$ cat src/rtl/neureka_bist_pkg.sv
// Shared types for the infeat buffer March C- BIST: element/state enums,
// the per-op descriptor and the March C- element table with lookup helpers.
package neureka_bist_pkg;

    typedef enum logic [2:0] {
        ELEM_0 = 3'd0,
        ELEM_1 = 3'd1,
        ELEM_2 = 3'd2,
        ELEM_3 = 3'd3,
        ELEM_4 = 3'd4,
        ELEM_5 = 3'd5
    } march_elem_e;

    typedef enum logic [1:0] {
        ST_IDLE,
        ST_RUN,
        ST_DRAIN,
        ST_DONE
    } bist_state_e;

    typedef struct packed {
        logic is_write;
        logic data;
        logic down;
    } march_op_t;

    typedef struct packed {
        logic      two_ops;
        march_op_t op0;
        march_op_t op1;
    } elem_desc_t;

    localparam march_op_t OP_W0_UP = '{is_write: 1'b1, data: 1'b0, down: 1'b0};
    localparam march_op_t OP_W1_UP = '{is_write: 1'b1, data: 1'b1, down: 1'b0};
    localparam march_op_t OP_R0_UP = '{is_write: 1'b0, data: 1'b0, down: 1'b0};
    localparam march_op_t OP_R1_UP = '{is_write: 1'b0, data: 1'b1, down: 1'b0};
    localparam march_op_t OP_W0_DN = '{is_write: 1'b1, data: 1'b0, down: 1'b1};
    localparam march_op_t OP_W1_DN = '{is_write: 1'b1, data: 1'b1, down: 1'b1};
    localparam march_op_t OP_R0_DN = '{is_write: 1'b0, data: 1'b0, down: 1'b1};
    localparam march_op_t OP_R1_DN = '{is_write: 1'b0, data: 1'b1, down: 1'b1};

    // March C-: up(w0) up(r0,w1) up(r1,w0) down(r0,w1) down(r1,w0) up(r0).
    // Single-op elements repeat op0 in op1 so the table stays uniform.
    localparam elem_desc_t ELEM_TABLE [6] = '{
        '{1'b0, OP_W0_UP, OP_W0_UP},
        '{1'b1, OP_R0_UP, OP_W1_UP},
        '{1'b1, OP_R1_UP, OP_W0_UP},
        '{1'b1, OP_R0_DN, OP_W1_DN},
        '{1'b1, OP_R1_DN, OP_W0_DN},
        '{1'b0, OP_R0_UP, OP_R0_UP}
    };

    function automatic logic elem_two_ops(input march_elem_e e);
        return ELEM_TABLE[e].two_ops;
    endfunction

    function automatic logic elem_down(input march_elem_e e);
        return ELEM_TABLE[e].op0.down;
    endfunction

    function automatic logic op_is_write(input march_elem_e e, input logic idx);
        return idx ? ELEM_TABLE[e].op1.is_write : ELEM_TABLE[e].op0.is_write;
    endfunction

    function automatic logic op_data(input march_elem_e e, input logic idx);
        return idx ? ELEM_TABLE[e].op1.data : ELEM_TABLE[e].op0.data;
    endfunction

endpackage

$ cat src/rtl/neureka_bist_checker.sv
// Read-data checker for the infeat buffer BIST: a READ_LATENCY-deep tag delay
// line, the all-0/all-1 comparator, the sticky fail flag and (when
// NEUREKA_INFEAT_BIST_FAIL_LOG_EN is defined) the first-failure log.
module neureka_bist_checker
    import neureka_bist_pkg::*;
#(
    parameter int ADDR_WIDTH   = 6,
    parameter int DATA_WIDTH   = 128,
    parameter int READ_LATENCY = 1
) (
    input  logic                  clk_i,
    input  logic                  rst_ni,
    input  logic                  clr_i,
    input  logic                  rd_valid_i,
    input  logic                  rd_exp_i,
    input  march_elem_e           rd_elem_i,
    input  logic [ADDR_WIDTH-1:0] rd_addr_i,
    input  logic [DATA_WIDTH-1:0] q_i,
    output logic                  fail_next_o,
    output logic [ADDR_WIDTH-1:0] fail_addr_o,
    output logic [2:0]            fail_elem_o
);

    logic [READ_LATENCY-1:0] vld_q, vld_d;
    logic [READ_LATENCY-1:0] exp_q, exp_d;
    logic                    fail_q, fail_d;
    logic                    mismatch;

    // The oldest tag lines up with the wrapper's read data for this cycle.
    assign mismatch    = vld_q[READ_LATENCY-1] &&
                         (q_i != {DATA_WIDTH{exp_q[READ_LATENCY-1]}});
    assign fail_next_o = fail_q | mismatch;

    // Shift the valid/expected tags; a clear flushes reads still in flight.
    always_comb begin
        vld_d    = vld_q;
        exp_d    = exp_q;
        vld_d[0] = rd_valid_i;
        exp_d[0] = rd_exp_i;
        for (int i = 1; i < READ_LATENCY; i++) begin
            vld_d[i] = vld_q[i-1];
            exp_d[i] = exp_q[i-1];
        end
        if (clr_i) begin
            vld_d = '0;
        end
        fail_d = clr_i ? 1'b0 : (fail_q | mismatch);
    end

    // Tag pipeline and sticky fail flag.
    always_ff @(posedge clk_i) begin
        if (!rst_ni) begin
            vld_q  <= '0;
            exp_q  <= '0;
            fail_q <= 1'b0;
        end else begin
            vld_q  <= vld_d;
            exp_q  <= exp_d;
            fail_q <= fail_d;
        end
    end

`ifdef NEUREKA_INFEAT_BIST_FAIL_LOG_EN
    logic [ADDR_WIDTH-1:0] tag_addr_q [READ_LATENCY];
    logic [ADDR_WIDTH-1:0] tag_addr_d [READ_LATENCY];
    logic [2:0]            tag_elem_q [READ_LATENCY];
    logic [2:0]            tag_elem_d [READ_LATENCY];
    logic [ADDR_WIDTH-1:0] fail_addr_q, fail_addr_d;
    logic [2:0]            fail_elem_q, fail_elem_d;

    // Carry address/element tags alongside the read and latch only the first miss.
    always_comb begin
        tag_addr_d    = tag_addr_q;
        tag_elem_d    = tag_elem_q;
        tag_addr_d[0] = rd_addr_i;
        tag_elem_d[0] = rd_elem_i;
        for (int i = 1; i < READ_LATENCY; i++) begin
            tag_addr_d[i] = tag_addr_q[i-1];
            tag_elem_d[i] = tag_elem_q[i-1];
        end
        fail_addr_d = fail_addr_q;
        fail_elem_d = fail_elem_q;
        if (clr_i) begin
            fail_addr_d = '0;
            fail_elem_d = '0;
        end else if (mismatch && !fail_q) begin
            fail_addr_d = tag_addr_q[READ_LATENCY-1];
            fail_elem_d = tag_elem_q[READ_LATENCY-1];
        end
    end

    // Fail-log registers.
    always_ff @(posedge clk_i) begin
        if (!rst_ni) begin
            for (int i = 0; i < READ_LATENCY; i++) begin
                tag_addr_q[i] <= '0;
                tag_elem_q[i] <= '0;
            end
            fail_addr_q <= '0;
            fail_elem_q <= '0;
        end else begin
            tag_addr_q  <= tag_addr_d;
            tag_elem_q  <= tag_elem_d;
            fail_addr_q <= fail_addr_d;
            fail_elem_q <= fail_elem_d;
        end
    end

    assign fail_addr_o = fail_addr_q;
    assign fail_elem_o = fail_elem_q;
`else
    logic unused_log_tags;
    assign unused_log_tags = ^{rd_elem_i, rd_addr_i};
    assign fail_addr_o     = '0;
    assign fail_elem_o     = '0;
`endif

endmodule

$ cat src/rtl/neureka_infeat_buffer_bist_ctrl.sv
// March C- BIST controller for the latch-based infeat buffer SCM. Owns the
// wrapper's test port while busy, issues one op per cycle and reports
// done/pass. Optional first-failure logging: NEUREKA_INFEAT_BIST_FAIL_LOG_EN.
module neureka_infeat_buffer_bist_ctrl
    import neureka_bist_pkg::*;
#(
    parameter int ADDR_WIDTH   = 6,
    parameter int DATA_WIDTH   = 128,
    parameter int NUM_WORDS    = 64,
    parameter int READ_LATENCY = 1
) (
    input  logic                  clk_i,
    input  logic                  rst_ni,
    input  logic                  start_i,
    input  logic                  clear_i,
    output logic                  busy_o,
    output logic                  done_o,
    output logic                  pass_o,
    output logic                  bist_o,
    output logic                  csn_t_o,
    output logic                  wen_t_o,
    output logic [ADDR_WIDTH-1:0] a_t_o,
    output logic [DATA_WIDTH-1:0] d_t_o,
    input  logic [DATA_WIDTH-1:0] q_t_i,
    output logic [ADDR_WIDTH-1:0] fail_addr_o,
    output logic [2:0]            fail_elem_o
);

    localparam logic [ADDR_WIDTH-1:0] LAST_ADDR  = ADDR_WIDTH'(NUM_WORDS - 1);
    localparam logic [ADDR_WIDTH-1:0] ADDR_ONE   = ADDR_WIDTH'(1);
    localparam logic [1:0]            DRAIN_LAST = 2'(READ_LATENCY - 1);

    bist_state_e           state_q, state_d;
    march_elem_e           elem_q, elem_d;
    logic [ADDR_WIDTH-1:0] addr_q, addr_d;
    logic                  op_idx_q, op_idx_d;
    logic [1:0]            drain_q, drain_d;
    logic                  busy_q, busy_d, done_q, done_d, pass_q, pass_d;
    logic                  bist_q, bist_d, csn_q, csn_d, wen_q, wen_d;
    logic [ADDR_WIDTH-1:0] a_q, a_d;
    logic [DATA_WIDTH-1:0] d_q, d_d;
    logic                  issue, chk_clr, chk_fail_next, cur_down, at_last, nxt_wr;
    logic                  rd_valid;

    // Counters track the op on the port this cycle; the next op is decoded and registered.
    always_comb begin
        state_d  = state_q;
        elem_d   = elem_q;
        addr_d   = addr_q;
        op_idx_d = op_idx_q;
        drain_d  = drain_q;
        busy_d   = busy_q;
        done_d   = done_q;
        pass_d   = pass_q;
        csn_d    = 1'b1;
        wen_d    = 1'b1;
        a_d      = '0;
        d_d      = '0;
        issue    = 1'b0;
        chk_clr  = 1'b0;
        nxt_wr   = 1'b0;
        cur_down = elem_down(elem_q);
        at_last  = cur_down ? (addr_q == '0) : (addr_q == LAST_ADDR);

        if (clear_i) begin
            state_d  = ST_IDLE;
            elem_d   = ELEM_0;
            addr_d   = '0;
            op_idx_d = 1'b0;
            drain_d  = '0;
            busy_d   = 1'b0;
            done_d   = 1'b0;
            pass_d   = 1'b0;
            chk_clr  = 1'b1;
        end else begin
            unique case (state_q)
                ST_IDLE, ST_DONE: begin
                    if (start_i) begin
                        state_d  = ST_RUN;
                        elem_d   = ELEM_0;
                        addr_d   = '0;
                        op_idx_d = 1'b0;
                        busy_d   = 1'b1;
                        done_d   = 1'b0;
                        pass_d   = 1'b0;
                        chk_clr  = 1'b1;
                        issue    = 1'b1;
                    end
                end
                ST_RUN: begin
                    if (elem_two_ops(elem_q) && !op_idx_q) begin
                        op_idx_d = 1'b1;
                        issue    = 1'b1;
                    end else begin
                        op_idx_d = 1'b0;
                        if (!at_last) begin
                            addr_d = cur_down ? (addr_q - ADDR_ONE) : (addr_q + ADDR_ONE);
                            issue  = 1'b1;
                        end else if (elem_q == ELEM_5) begin
                            state_d = ST_DRAIN;
                            drain_d = '0;
                        end else begin
                            elem_d = march_elem_e'(elem_q + 3'd1);
                            addr_d = elem_down(elem_d) ? LAST_ADDR : '0;
                            issue  = 1'b1;
                        end
                    end
                end
                ST_DRAIN: begin
                    if (drain_q == DRAIN_LAST) begin
                        state_d = ST_DONE;
                        busy_d  = 1'b0;
                        done_d  = 1'b1;
                        pass_d  = ~chk_fail_next;
                    end else begin
                        drain_d = drain_q + 2'd1;
                    end
                end
                default: state_d = ST_IDLE;
            endcase
        end

        bist_d = busy_d;
        if (issue) begin
            nxt_wr = op_is_write(elem_d, op_idx_d);
            csn_d  = 1'b0;
            wen_d  = ~nxt_wr;
            a_d    = addr_d;
            d_d    = nxt_wr ? {DATA_WIDTH{op_data(elem_d, op_idx_d)}} : '0;
        end
    end

    // Controller state, counters and all registered outputs.
    always_ff @(posedge clk_i) begin
        if (!rst_ni) begin
            state_q  <= ST_IDLE;
            elem_q   <= ELEM_0;
            addr_q   <= '0;
            op_idx_q <= 1'b0;
            drain_q  <= '0;
            busy_q   <= 1'b0;
            done_q   <= 1'b0;
            pass_q   <= 1'b0;
            bist_q   <= 1'b0;
            csn_q    <= 1'b1;
            wen_q    <= 1'b1;
            a_q      <= '0;
            d_q      <= '0;
        end else begin
            state_q  <= state_d;
            elem_q   <= elem_d;
            addr_q   <= addr_d;
            op_idx_q <= op_idx_d;
            drain_q  <= drain_d;
            busy_q   <= busy_d;
            done_q   <= done_d;
            pass_q   <= pass_d;
            bist_q   <= bist_d;
            csn_q    <= csn_d;
            wen_q    <= wen_d;
            a_q      <= a_d;
            d_q      <= d_d;
        end
    end

    assign rd_valid = (state_q == ST_RUN) && !op_is_write(elem_q, op_idx_q);

    neureka_bist_checker #(
        .ADDR_WIDTH  (ADDR_WIDTH),
        .DATA_WIDTH  (DATA_WIDTH),
        .READ_LATENCY(READ_LATENCY)
    ) u_checker (
        .clk_i      (clk_i),
        .rst_ni     (rst_ni),
        .clr_i      (chk_clr),
        .rd_valid_i (rd_valid),
        .rd_exp_i   (op_data(elem_q, op_idx_q)),
        .rd_elem_i  (elem_q),
        .rd_addr_i  (addr_q),
        .q_i        (q_t_i),
        .fail_next_o(chk_fail_next),
        .fail_addr_o(fail_addr_o),
        .fail_elem_o(fail_elem_o)
    );

    assign busy_o  = busy_q;
    assign done_o  = done_q;
    assign pass_o  = pass_q;
    assign bist_o  = bist_q;
    assign csn_t_o = csn_q;
    assign wen_t_o = wen_q;
    assign a_t_o   = a_q;
    assign d_t_o   = d_q;

endmodule

$ cat config.mk
export PLATFORM = sky130hd
export DESIGN_NAME = neureka_infeat_buffer_bist_ctrl
export DESIGN_NICKNAME = d
export VERILOG_FILES = /design/src/rtl/neureka_bist_pkg.sv /design/src/rtl/neureka_bist_checker.sv /design/src/rtl/neureka_infeat_buffer_bist_ctrl.sv
export SDC_FILE = /design/constraint.sdc
export NUM_CORES = 1
export LEC_CHECK = 0
export ABC_CLOCK_PERIOD_IN_PS = 5200
export CORE_AREA = 2 2 108 110
export CTS_BUF_LIST = sky130_fd_sc_hd__clkbuf_8
export CTS_CLUSTER_SIZE = 20
export DETAILED_ROUTE_END_ITERATION = 8
export DIE_AREA = 0 0 110 112
export GPL_TIMING_DRIVEN = 0
export PLACE_DENSITY = 0.85
export SETUP_SLACK_MARGIN = 0.15
export SYNTH_ARGS = -nofsm -noshare
export SYNTH_HDL_FRONTEND = slang
export SYNTH_HIERARCHICAL = 1
export SYNTH_SLANG_ARGS = --single-unit
$ cat constraint.sdc
create_clock -name clk_i -period 5.2 [get_ports clk_i]
set_input_delay 1.56 -clock clk_i [delete_from_list [all_inputs] [get_ports clk_i]]
set_output_delay 1.56 -clock clk_i [all_outputs]
set_load 0.005 [all_outputs]
==> flow_summary.yaml, run 1 <==
synthesis:
  synth.top_cell.area_share_pct: 29.8
  syn_area_per_cell_um2: 7.43
  syn_inst: 471
  synth-edff-count: 0
  ys_types: 56
  synth_area_um2: 3500
  synth_flop_cell: "dfxtp_1"
  synth-async-reset-ratio_pct: 0
  yosysWarningCount: 6
  seq_area_frac_synth_pct: 16.6
  synth.ff_latch_count: 29
  synth_top_cell_by_area: "buf_4"
  yosysMostFrequentCell: "buf_4"
  ys_top_cells_by_count: "139 x buf_4, 34 x nor2_1, 32 x nor3_1, 29 x dfxtp_1, 25 x nand2_1"
  synth_area_leaders: "buf_4 30%, dfxtp_1 17%, ha_1 5.0%, nor3_1 4.6%, nor2_1 3.6%"
final_layout:
  regArea_um2: 584
  drive_gt1_share_pct: 22.1
  num-fill-cells: 1034
  multi_input_area_um2: 1830
  area_growth_pct: 86.8
  nets: 905
  antenna_cells: 0
global_routing:
  grt_pass1_wl_mm: 18.5
  grt_use_total_pct: 19.0
  first_global_vias: 3671
  gr-total-overflow: 0
  antenna_found_initial: 0
  grt_max_degree: 100
routing:
  totalWireLength_mm: 12.5
  vias: 4118
  drt-vias-per-instance: 4.57
  drc_errors: 0
  final_antenna_net_count: 0
  first_iter_violations: 204
  dr.pass1.iters: 4
  wl_per_cell_um: 13.9
clocking:
  tritoncts: "yes"
  htreeDepth: 2
  post_cts_resize_count: 0
  cts_buffer_depth: 2
  cts_setup_buffers: 0
  clk_pin_slew_ps: 60
  root_buffer: "clkbuf_8"
  clock_sinks: 29
  hold_buffers: 0
  cts_buffers: 5
  clk_latency_ps: 290
setup_path:
  crit_path_end_kind: "flop"
  rr_endpoint: "a_t_o[5]$_SDFF_PN0_"
  r2r_setup_slack_ps: 2350
  worstPathRequired_ps: 5410
  rr_startpoint: "elem_q[0]$_SDFF_PN0_"
  critPathMaxFanout: 2
  cp.arrival_ps: 3770
  critPathKind: "in -> reg"
  start_kind: "primary input"
  ff2ff_path_depth: 11
run_status:
  status: "complete, no violations"
flow_run:
  drv_cap: 0
place:
  gp_congestion: 0.842
  place_hpwl_mm: 10.6
  post-place-ws_ps: 1350
  io_buffers: 271
min_path:
  holdPathEnd: "pass_o$_SDFFE_PP0P_"
  min_path_type: "reg -> reg"
  hold_depth: 2
  min_from: "pass_o$_SDFFE_PP0P_"
die:
  die_area_um2: 12300
  die_width_um: 110
  die_h_um: 112
  rows: 39
  initial_utilization_pct: 31.3
  num_io_pins: 281
  core_um2: 11200
timing:
  period_share_pct: 68.5
  slew_viol_final: 0
  finClkSkew_ps: 9.42
  min_period_ps: 3560
  rsz0062_at_grt: "no"
  hold_violations: 0
  tns_ps: 0
  max_freq_ghz: 0.281
  finalSetupViolCount: 0
  worst_slack_ps: 1640
  hold-worst-slack_ps: 471
power:
  power_mw: 0.599
  ir_worst_vdd_mv: 0.183
  p_leak_nw: 2.66
  p_per_area_nw_per_um2: 91.6
flip-flops by register name (all words and copies together), names as in the netlist:
signal / flops
u_checker/fail_q: 1
wen_t_o: 1
drain_q: 2
u_checker/exp_q: 1
u_checker/vld_q: 1
a_t_o: 6
done_o: 1
addr_q: 6
csn_t_o: 1
pass_o: 1
state_q: 2
d_t_o: 1
op_idx_q: 1
elem_q: 3
bist_o: 1
worst max-delay path by stage:
stage | from | end | slack [ps] | cells past startpoint
finish | q_t_i[106] | pass_o$_SDFFE_PP0P_ | 1640 | 9
global route | q_t_i[106] | pass_o$_SDFFE_PP0P_ | 1520 | 9
CTS | q_t_i[106] | pass_o$_SDFFE_PP0P_ | 1640 | 9
detailed placement | q_t_i[106] | pass_o$_SDFFE_PP0P_ | 1350 | 9
global placement | d_t_o[0]$_SDFF_PN0_ | d_t_o[0] | -270 | 1
floorplan | d_t_o[0]$_SDFF_PN0_ | d_t_o[100] | 920 | 1
metal layers:
| metal | part of all wire, % | wire [um] | global-route usage (%) |
|---|---|---|---|
| met1 | 36 | 4520 | 19.9 |
| met2 | 52 | 6560 | 36.2 |
| met3 | 9.4 | 1180 | 5.09 |
| met4 | 2.2 | 280 | 5.06 |
| met5 | 0 | 0 | 0 |
worst max-delay path, cell delays in order:
cell             delay, ps
clkdlybuf4s50_1        420
or4_4                  540
nor4_2                 260
a41oi_1                100
nor4_2                 150
nand4_1                170
a21o_1                 230
nand4b_1               170
a21oi_1                170
cells by family after synthesis:
logic type                 count (synthesis)  share of synthesized area, %
and+or+nand+nor                          188                          29.4
DFF                                       29                          16.6
other                                      1                         0.107
AOI/OAI and AO/OA                         75                          14.8
adders and majority gates                 15                          5.58
xor gates and xnor gates                   5                          1.25
buffers and inverters                    157                          32.0
muxes                                      1                         0.322
layout by cell type, fill, tap and decap left out, types with 4 or more instances in the layout:
cell type        count
a21o_1               6
a21oi_1             13
a31oi_1             19
buf_4              139
clkbuf_8             5
clkdlybuf4s50_1    271
conb_1               9
dfxtp_1             28
ha_1                14
inv_1               12
nand2_1             25
nand2b_1            10
nand3_1             16
nand4_1             19
nor2_1              34
nor2b_1              9
nor3_1              32
nor4_1              18
nor4_2               4
o21ai_0             13
power breakdown:
part	internal [mW]	switching, mW
logic	0.118	0.0650
clock network	0.0922	0.0966
registers	0.225	0.00225
stage by stage:
step	cells	area, um2	util (%)
after floorplan	479	3530	-
after global placement	893	6420	57.5
after detailed placement	894	6450	57.7
after CTS	902	6540	58.5
after global routing	902	6540	58.5
final	902	6540	58.5
final cells by class:
class,instances,share of cell area (%)
repair buffers,272,41.9
multi-input cells,293,28.0
plain buffers,145,16.5
flip-flops and latches,29,8.94
well taps,143,2.74
clock buffers,5,1.05
inverters,12,0.689
clock inverters,3,0.268
Power figures use the tool's default switching activity.
==> run 2, diff against run 1 <==
--- a/config.mk
+++ b/config.mk
@@ -5,7 +5,7 @@
 export SDC_FILE = /design/constraint.sdc
 export NUM_CORES = 1
 export LEC_CHECK = 0
-export ABC_CLOCK_PERIOD_IN_PS = 5200
+export ABC_CLOCK_PERIOD_IN_PS = 3430
 export CORE_AREA = 2 2 108 110
 export CTS_BUF_LIST = sky130_fd_sc_hd__clkbuf_8
 export CTS_CLUSTER_SIZE = 20
==> constraint.sdc (replaced) <==
create_clock -name clk_i -period 3.43 [get_ports clk_i]
set_input_delay 1.029 -clock clk_i [delete_from_list [all_inputs] [get_ports clk_i]]
set_output_delay 1.029 -clock clk_i [all_outputs]
set_load 0.005 [all_outputs]
==> run 2 against run 1 <==
Net effect: first-iteration DRC count is 32% lower; clock-buffer cell count is 1 higher; via count is 0.56% lower; clock power is 99% higher; critical path depth stayed put; utilization is 0.32 points higher; combinational power is 52% higher; clock skew is 1.8 ps lower; non-clock buffer count stayed put; power is 67% higher; sequential cell count stayed put; highest routed layer is now met5.
==> flow_summary.yaml, run 2 (synthesis results as in run 1) <==
run_status:
  status: "complete, no violations"
global_routing:
  grt_max_degree: 86
  first_global_vias: 3818
  gr-total-overflow: 0
  antenna_found_initial: 2
  grt_pass1_wl_mm: 18.4
  grt_use_total_pct: 18.9
final_layout:
  final_cell_mix: "271 x clkdlybuf4s50_1, 139 x buf_4, 34 x nor2_1"
  final_common_cell: "clkdlybuf4s50_1"
  fin_cells: 903
  drive_gt1_share_pct: 22.1
  area_growth_pct: 87.9
  nets: 905
setup_path:
  cp_slowest_cell: "or4_4"
  start_kind: "primary input"
  worstPathRequired_ps: 3640
  critPathMaxFanout: 2
  path_buf_inv: 1
  cp.arrival_ps: 3230
  critPathKind: "in -> reg"
  path_common_cell: "nor4_2"
  cp_top_family: "simple AND/OR/NAND/NOR gates"
  slowest_delay_ps: 540
  r2r_setup_slack_ps: 590
  crit_path_end_kind: "flop"
  cp_cell_sequence: "clkdlybuf4s50_1 -> or4_4 -> nor4_2 -> a41oi_1 -> nor4_2 -> nand4_1 -> a21o_1 -> nand4b_1 -> a21oi_1"
clocking:
  root_buffer: "clkbuf_8"
  clk_latency_ps: 290
  htreeDepth: 2
  hold_buffers: 0
  cts_setup_buffers: 0
  cts_buffer_depth: 2
  clk_pin_slew_ps: 60
  tritoncts: "yes"
  post_cts_resize_count: 0
  clock_sinks: 29
  cts_buffers: 5
min_path:
  min_path_type: "reg -> reg"
routing:
  dr.pass1.iters: 4
  drc_errors: 0
  wl_per_cell_um: 13.8
  vias: 4095
  drt-vias-per-instance: 4.53
  first_iter_violations: 138
  totalWireLength_mm: 12.4
  final_antenna_net_count: 0
timing:
  rsz0062_at_grt: "no"
  relSlewSlack_pct: 66.5
  tns_ps: 0
  period_share_pct: 88.2
  min_period_ps: 3020
  worst_slack_ps: 406
  worst_pin_slew_ps: 498
  finClkSkew_ps: 7.59
  hold-worst-slack_ps: 465
  hold_violations: 0
  slew_viol_final: 0
  max_freq_ghz: 0.331
  finalSetupViolCount: 0
power:
  p_sw_share_pct: 24.3
  p_leak_nw: 2.68
  ir_worst_vdd_mv: 0.222
  p_int_mw: 0.756
  power_mw: 0.998
  p_per_area_nw_per_um2: 152
  p_comb_share_pct: 27.8
  clockPowerShare_pct: 37.7
  p_seq_share_pct: 34.5
  power_switching_mw: 0.242
place:
  post-place-ws_ps: 115
  place_hpwl_mm: 10.5
  dpl.cell_count: 894
  io_buffers: 271
  gp_congestion: 0.820
die:
  die_h_um: 112
  core_um2: 11200
  num_io_pins: 281
  die_area_um2: 12300
  rows: 39
  die_width_um: 110
  initial_utilization_pct: 31.3
flow_run:
  drv_cap: 0
-- run 2: changes by cell type in the layout (fill, tap and decap cells not counted), sizes merged --
cell / change
clkbuf: +1
clkinv: -2
bufinv: +1
diode: +1
-- run 2: tightest hold or removal path, cell delays in order, from the launching register on --
cell and delay, ps:
dfxtp_1 310, nand2_1 50, a21oi_1 50
-- run 2: stage by stage --
step / util, % / cell area (um2)
after floorplan: - / 3530
final: 58.8 / 6580
after global placement: 57.5 / 6420
after global routing: 58.8 / 6570
after detailed placement: 57.7 / 6450
after CTS: 58.8 / 6570
-- run 2: worst paths after layout --
kind	from	end	cells after the start
worst max register to register	elem_q[0]$_SDFF_PN0_	a_t_o[5]$_SDFF_PN0_	11
worst min-delay path	pass_o$_SDFFE_PP0P_	pass_o$_SDFFE_PP0P_	2
worst max-delay path	q_t_i[106]	pass_o$_SDFFE_PP0P_	9
worst min register to register	pass_o$_SDFFE_PP0P_	pass_o$_SDFFE_PP0P_	2
-- run 2: final cells by class --
cell class	instances	area (um2)
Fill cell	990	4600
Timing Repair Buffer	272	2740
Multi-Input combinational cell	293	1830
Buffer	145	1080
Sequential cell	29	584
Tap cell	143	179
Clock buffer	6	82.6
Inverter	12	45.0
Clock inverter	2	37.5
Antenna cell	1	2.50
-- run 2: metal layers --
layer | GRT usage (%) | up-vias | share of wire, %
met4 | 4.05 | 2 | 1.6
met5 | 0 | - | 0.10
met1 | 19.3 | 1797 | 36
met2 | 37.1 | 162 | 53
met3 | 5.21 | 18 | 10
li1 | - | 2116 | -
-- run 2: power by group through the flow --
stage,Combinational [mW],Sequential (mW),Clock (mW)
floorplan,0.0800,0.352,0
global placement,0.273,0.353,0
detailed placement,0.276,0.352,0
CTS,0.277,0.344,0.381
global route,0.303,0.345,0.401
finish,0.278,0.344,0.376
==> run 3, diff against run 2 <==
--- a/config.mk
+++ b/config.mk
@@ -5,14 +5,13 @@
 export SDC_FILE = /design/constraint.sdc
 export NUM_CORES = 1
 export LEC_CHECK = 0
-export ABC_CLOCK_PERIOD_IN_PS = 3430
-export CORE_AREA = 2 2 108 110
+export CORE_MARGIN = 2
+export CORE_UTILIZATION = 31
 export CTS_BUF_LIST = sky130_fd_sc_hd__clkbuf_8
 export CTS_CLUSTER_SIZE = 20
 export DETAILED_ROUTE_END_ITERATION = 8
-export DIE_AREA = 0 0 110 112
 export GPL_TIMING_DRIVEN = 0
-export PLACE_DENSITY = 0.85
+export PLACE_DENSITY = 0.87
 export SETUP_SLACK_MARGIN = 0.15
 export SYNTH_ARGS = -nofsm -noshare
 export SYNTH_HDL_FRONTEND = slang
==> constraint.sdc (replaced) <==
create_clock -name clk_i -period 2.6 [get_ports clk_i]
set_input_delay 0.78 -clock clk_i [delete_from_list [all_inputs] [get_ports clk_i]]
set_output_delay 0.78 -clock clk_i [all_outputs]
set_load 0.005 [all_outputs]
==> run 3 against run 2 <==
Net effect: via count increased by 3.0%; first-iteration DRC count grew 38%; largest power group unchanged; sequential share of layout area fell by 0.28 points; routed wire length is 7.2% higher.
==> flow_summary.yaml, run 3 (synthesis results as in run 1) <==
global_routing:
  grt_max_degree: 44
  grt_use_total_pct: 18.7
  first_global_vias: 3672
  grt_pass1_wl_mm: 18.2
  antenna_found_initial: 0
  gr-total-overflow: 0
setup_path:
  path_common_cell: "nand4_1"
  critPathKind: "in -> reg"
  cp.arrival_ps: 2690
  cp_cell_sequence: "clkdlybuf4s50_1 -> nand4_1 -> nor3_2 -> a31oi_1 -> nor4_2 -> nand4_1 -> a21o_1 -> nand4b_1 -> a21oi_1"
  rr_endpoint: "wen_t_o$_SDFF_PN1_"
  cp_slowest_cell: "clkdlybuf4s50_1"
  critPathMaxFanout: 2
  start_kind: "primary input"
  worstPathRequired_ps: 2800
  r2r_setup_slack_ps: 170
  slowest_delay_ps: 480
  rr_startpoint: "elem_q[0]$_SDFF_PN0_"
  ff2ff_path_depth: 9
  crit_path_end_kind: "flop"
power:
  p_leak_nw: 3.05
  ir_worst_vdd_mv: 0.428
  p_per_area_nw_per_um2: 190
timing:
  worst_slack_ps: 116
  finalSetupViolCount: 0
  max_freq_ghz: 0.403
  rsz0062_at_grt: "yes"
  hold_violations: 0
  period_share_pct: 95.5
  slew_viol_final: 0
  finClkSkew_ps: 11.6
  min_period_ps: 2480
  relSlewSlack_pct: 66.9
  worst_pin_slew_ps: 492
final_layout:
  final_common_cell: "clkdlybuf4s50_1"
  fin_cells: 911
  antenna_cells: 0
  drive_gt1_share_pct: 27.6
  nets: 917
  final_cell_mix: "210 x clkdlybuf4s50_1, 149 x buf_4, 33 x nor2_1"
  area_growth_pct: 96.5
clocking:
  htreeDepth: 2
  clk_latency_ps: 280
  cts_buffers: 5
  cts_buffer_depth: 2
  clock_sinks: 29
  tritoncts: "yes"
  hold_buffers: 0
  clk_pin_slew_ps: 60
  root_buffer: "clkbuf_8"
place:
  post-place-ws_ps: -454
  io_buffers: 271
  gp_congestion: 0.897
  place_hpwl_mm: 10.4
  dpl.cell_count: 891
routing:
  first_iter_violations: 190
  vias: 4219
  drt-vias-per-instance: 4.63
  totalWireLength_mm: 13.3
  dr.pass1.iters: 5
  final_antenna_net_count: 0
  drc_errors: 0
  wl_per_cell_um: 14.7
min_path:
  hold_depth: 2
  min_from: "drain_q[0]$_SDFFE_PP0P_"
  min_path_type: "reg -> reg"
  holdPathEnd: "drain_q[0]$_SDFFE_PP0P_"
die:
  die_h_um: 110
  num_io_pins: 281
  rows: 38
  die_area_um2: 12200
  initial_utilization_pct: 32.0
  core_um2: 10900
  die_width_um: 110
run_status:
  status: "complete, no violations"
flow_run:
  drv_cap: 0
run 3: cell count changes in the layout (fill, tap and decap cells not counted), moves of 3 or more:
cell and delta:
dlygate4sd2_1 +28, nor4_1 -9, clkdlybuf4s50_1 -61, nor3_1 -8
buf_2 +3, dlymetal6s2s_1 +27, nor3_2 +8, nor4_2 +8
buf_4 +10
run 3: stage by stage:
| stage | hold WS [ps] | setup TNS [ps] | area (um2) | utilization, % | power, mW |
|---|---|---|---|---|---|
| after floorplan | 448 | 0 | 3530 | - | 0.570 |
| after global placement | 451 | -90920 | 6420 | 58.7 | 0.822 |
| after detailed placement | 463 | -1840 | 6450 | 59.0 | 0.827 |
| after CTS | 474 | 0 | 6660 | 60.9 | 1.30 |
| after global routing | 490 | -1.26 | 6880 | 62.9 | 1.37 |
| final | 474 | 0 | 6880 | 62.9 | 1.30 |
run 3: routing by layer:
metal / GRT usage, % / routed length [um] / vias up
met5: 0 / 0 / -
met4: 5.98 / 423 / 0
met3: 4.06 / 1140 / 34
met2: 34.9 / 6940 / 178
met1: 21.1 / 4840 / 1871
li1: - / - / 2136
run 3: timing repair:
| item | 4_1_cts | 5_1_grt |
|---|---|---|
| pin swaps | 35 | 27 |
| buffers inserted | 4 | 7 |
| gates resized for setup | 66 | 46 |
| endpoints found under the setup margin | 101 | 12 |
| gates cloned | 1 | 0 |
run 3: critical path, delay by kind of cell:
| family | cells | cell delay, ps |
|---|---|---|
| and+or+nand+nor | 5 | 950 |
| buffers and inverters | 1 | 480 |
| AOI/OAI and AO/OA | 3 | 490 |
run 3: power by group:
group          internal (mW)  switching, mW
Clock                  0.311          0.182
Sequential             0.448        0.00439
Combinational          0.214          0.145
Total                  0.973          0.331
run 3: worst max-delay path by stage:
| stage | from | end | cells past startpoint |
|---|---|---|---|
| final | q_t_i[35] | pass_o$_SDFFE_PP0P_ | 9 |
| after global routing | q_t_i[40] | pass_o$_SDFFE_PP0P_ | 9 |
| after CTS | q_t_i[109] | pass_o$_SDFFE_PP0P_ | 9 |
| after detailed placement | q_t_i[106] | pass_o$_SDFFE_PP0P_ | 9 |
| after global placement | d_t_o[0]$_SDFF_PN0_ | d_t_o[52] | 2 |
| after floorplan | d_t_o[0]$_SDFF_PN0_ | d_t_o[100] | 1 |
run 3: area by class of cell:
type                            instances  area [um2]
Multi-Input combinational cell        293        2000
Fill cell                             911        4060
Clock buffer                            6        82.6
Tap cell                              140         175
Buffer                                145        1080
Inverter                               12        45.0
Timing Repair Buffer                  284        2870
Clock inverter                          2        37.5
Sequential cell                        29         592
==> edit, RTL diff (settings of run 3) <==
`READ_LATENCY` is set to 1 in 2 places; all go to 2.
--- a/src/rtl/neureka_bist_checker.sv
+++ b/src/rtl/neureka_bist_checker.sv
@@ -7,5 +7,5 @@
     parameter int ADDR_WIDTH   = 6,
     parameter int DATA_WIDTH   = 128,
-    parameter int READ_LATENCY = 1
+    parameter int READ_LATENCY = 2
 ) (
     input  logic                  clk_i,
--- a/src/rtl/neureka_infeat_buffer_bist_ctrl.sv
+++ b/src/rtl/neureka_infeat_buffer_bist_ctrl.sv
@@ -8,5 +8,5 @@
     parameter int DATA_WIDTH   = 128,
     parameter int NUM_WORDS    = 64,
-    parameter int READ_LATENCY = 1
+    parameter int READ_LATENCY = 2
 ) (
     input  logic                  clk_i,
Behaviour: same outputs for any inputs over 4 cycles, from zero or initial values and one cycle with rst_ni low; that may be too few to reach the edited logic, so the function may still have changed.
==> edit against run 3 <==
The flow now finishes with violations (negative setup slack); first-iteration DRC count up 45%; wire length up 2.7%; design area up 2.0%; largest power group is now registers; synthesized area up 2.0%; total power down 3.3%; sequential cell count up 2; worst setup slack worse by 0.26 ns.
==> edit: results (changes against run 3) <==
- The maximum level of the CTS H-tree came to 2 (unchanged).
- The checks that failed: negative setup slack.
- The post-synthesis cell type count is 58 (was 56).
- The share of layout cells above drive strength 1 was 0.2814 (was 0.2763).
* Area after DPL: 0.006528 mm2 (was 0.006449 mm2)
* Result of the run: finished with violations (was completed)
- The number of antenna violations at the first check in global routing was 1 (was 0).
- Setup TNS Final: -0.1436 ns (was 0 ns)
- The timing startpoint of the critical path is q_t_i[126] (was q_t_i[35]).
* Main synth FF type: dfxtp_1 (unchanged)
* Overall global routing resource usage: 0.2038 (was 0.1873)
- The maximum number of pins on one net before global-route repair is 51 (was 44).
- The static power due to leakage was 2.896 nW (was 3.046 nW).
* Peak VDD IR: 0.0003438 V (was 0.0004285 V)
- Proportion of synthesized area in mux cells: 0.01156 (was 0.003218)
- The worst-case setup margin in the final layout was -0.1436 ns (was 0.1161 ns).
- The worst min-delay path startpoint is u_checker/exp_q[0] (was drain_q[0]).
- The clock tree skew after final layout is 0.007742 ns (was 0.01157 ns).
* R2r startpoint: u_checker/exp_q[1] (was elem_q[0])
- The total wire length came to 13.71 mm (was 13.35 mm).
* Top cells by area in the synthesized netlist: buf_4 (29%), dfxtp_1 (17%), nor2_1 (5.0%) (was buf_4 (30%), dfxtp_1 (17%), ha_1 (5.0%))
- Sequential-to-total area share from yosys stat: 0.1738 (was 0.1659)
- The number of fillers in the final layout is 942 (was 911).
- The headroom to the max-slew limit came to 0.6666 (was 0.6695).
- The first-pass GRT wire length came to 21.09 mm (was 18.17 mm).
- The number of violations reported at the end of detailed-routing iteration 0 is 275 (was 190).
* Number of nets in the layout: 942 (was 917)
- XOR/XNOR share of the synthesized area: 0.009811 (was 0.01251)
* Arrival time of the worst setup path: 2.96 ns (was 2.69 ns)
* Maximum cell stage delay along the critical path: 0.46 ns (was 0.48 ns)
- The share of synthesized cell area in full adder, half adder and majority cells was 0.05466 (was 0.05577).
- Final HPWL from detailed placement: 10.72 mm (was 10.42 mm)
- The final count of negative-setup-slack endpoints was 1 (was 0).
- The via count of the first global-routing pass was 4110 (was 3672).
- The count of input and output buffers was 271 (unchanged).
- Post-DR vias/cell: 4.702 (was 4.631)
-- edit: cell count changes in the layout (fill, tap and decap cells not counted), moves of 7 or more --
cell,run 3,this run
nor4_1,9,16
nor2_1,33,47
dlymetal6s2s_1,27,4
nor4_2,12,5
nand2b_1,9,0
clkdlybuf4s50_1,210,223
a21oi_1,12,19
-- edit: cell families after synthesis --
family          count (synthesis)
mux                             4
buf+inv                       160
flops                          31
xor+xnor                        4
fa+ha+maj                      15
simple gates                  195
other cells                     1
compound gates                 82
-- edit: power breakdown --
part	internal, mW	switching (mW)	total, mW
Sequential	0.480	0.00507	0.485
Clock	0.237	0.173	0.410
Combinational	0.218	0.149	0.366
Total	0.935	0.327	1.26
-- edit: worst register-to-register path: stages, from the launching register on --
cell     delay [ns]
dfxtp_1        0.41
buf_2          0.28
nand3_1        0.10
nor3_1         0.18
a31oi_1        0.11
nor4_2         0.33
nand4_1        0.21
a21o_1         0.21
or4_1          0.46
a21oi_1        0.12
-- edit: final cells by class --
cell class / instances / area, um2 / share of cell area
Clock buffer: 7 / 96.34 / 0.01374
Tap cell: 143 / 178.9 / 0.02551
Antenna cell: 1 / 2.502 / 0.0003568
Clock inverter: 1 / 3.754 / 0.0005351
Timing Repair Buffer: 288 / 2903 / 0.4138
Buffer: 145 / 1090 / 0.1554
Sequential cell: 31 / 630.6 / 0.08990
Inverter: 15 / 60.06 / 0.008562
Multi-Input combinational cell: 309 / 2049 / 0.2922
-- edit: path summary, 6_finish.rpt --
path	end	slack, ns	cells past startpoint
setup / recovery	pass_o	-0.14	8
hold / removal	u_checker/exp_q[1]	0.43	1
setup reg to reg	pass_o	0.13	9
hold reg to reg	u_checker/exp_q[1]	0.43	1
-- edit: through the flow --
stage	total power [mW]	cells	worst slack, ns	hold WS (ns)	util
after floorplan	0.6106	500	-0.1268	0.4057	-
after detailed placement	0.8680	915	-0.8677	0.4166	0.5766
final	1.261	940	-0.1436	0.4340	0.6196
after global placement	0.8633	914	-0.8546	0.4100	0.5739
after CTS	1.262	929	-0.1147	0.4345	0.5973
after global routing	1.322	940	-0.3011	0.4618	0.6196
-- edit: per-layer routing --
layer / vias to the layer above / track usage / wire, um
met3: 29 / 0.03062 / 765
met5: - / 0 / 0
met2: 186 / 0.3837 / 7168
li1: 2226 / - / -
met4: 0 / 0.05761 / 330
met1: 1979 / 0.2383 / 5440
-- edit: what timing repair did --
action	4_1_cts	5_1_grt
endpoints found under the setup margin	116	65
cloned	2	1
buffers inserted	4	9
pin swaps	32	13
resized for setup	77	42
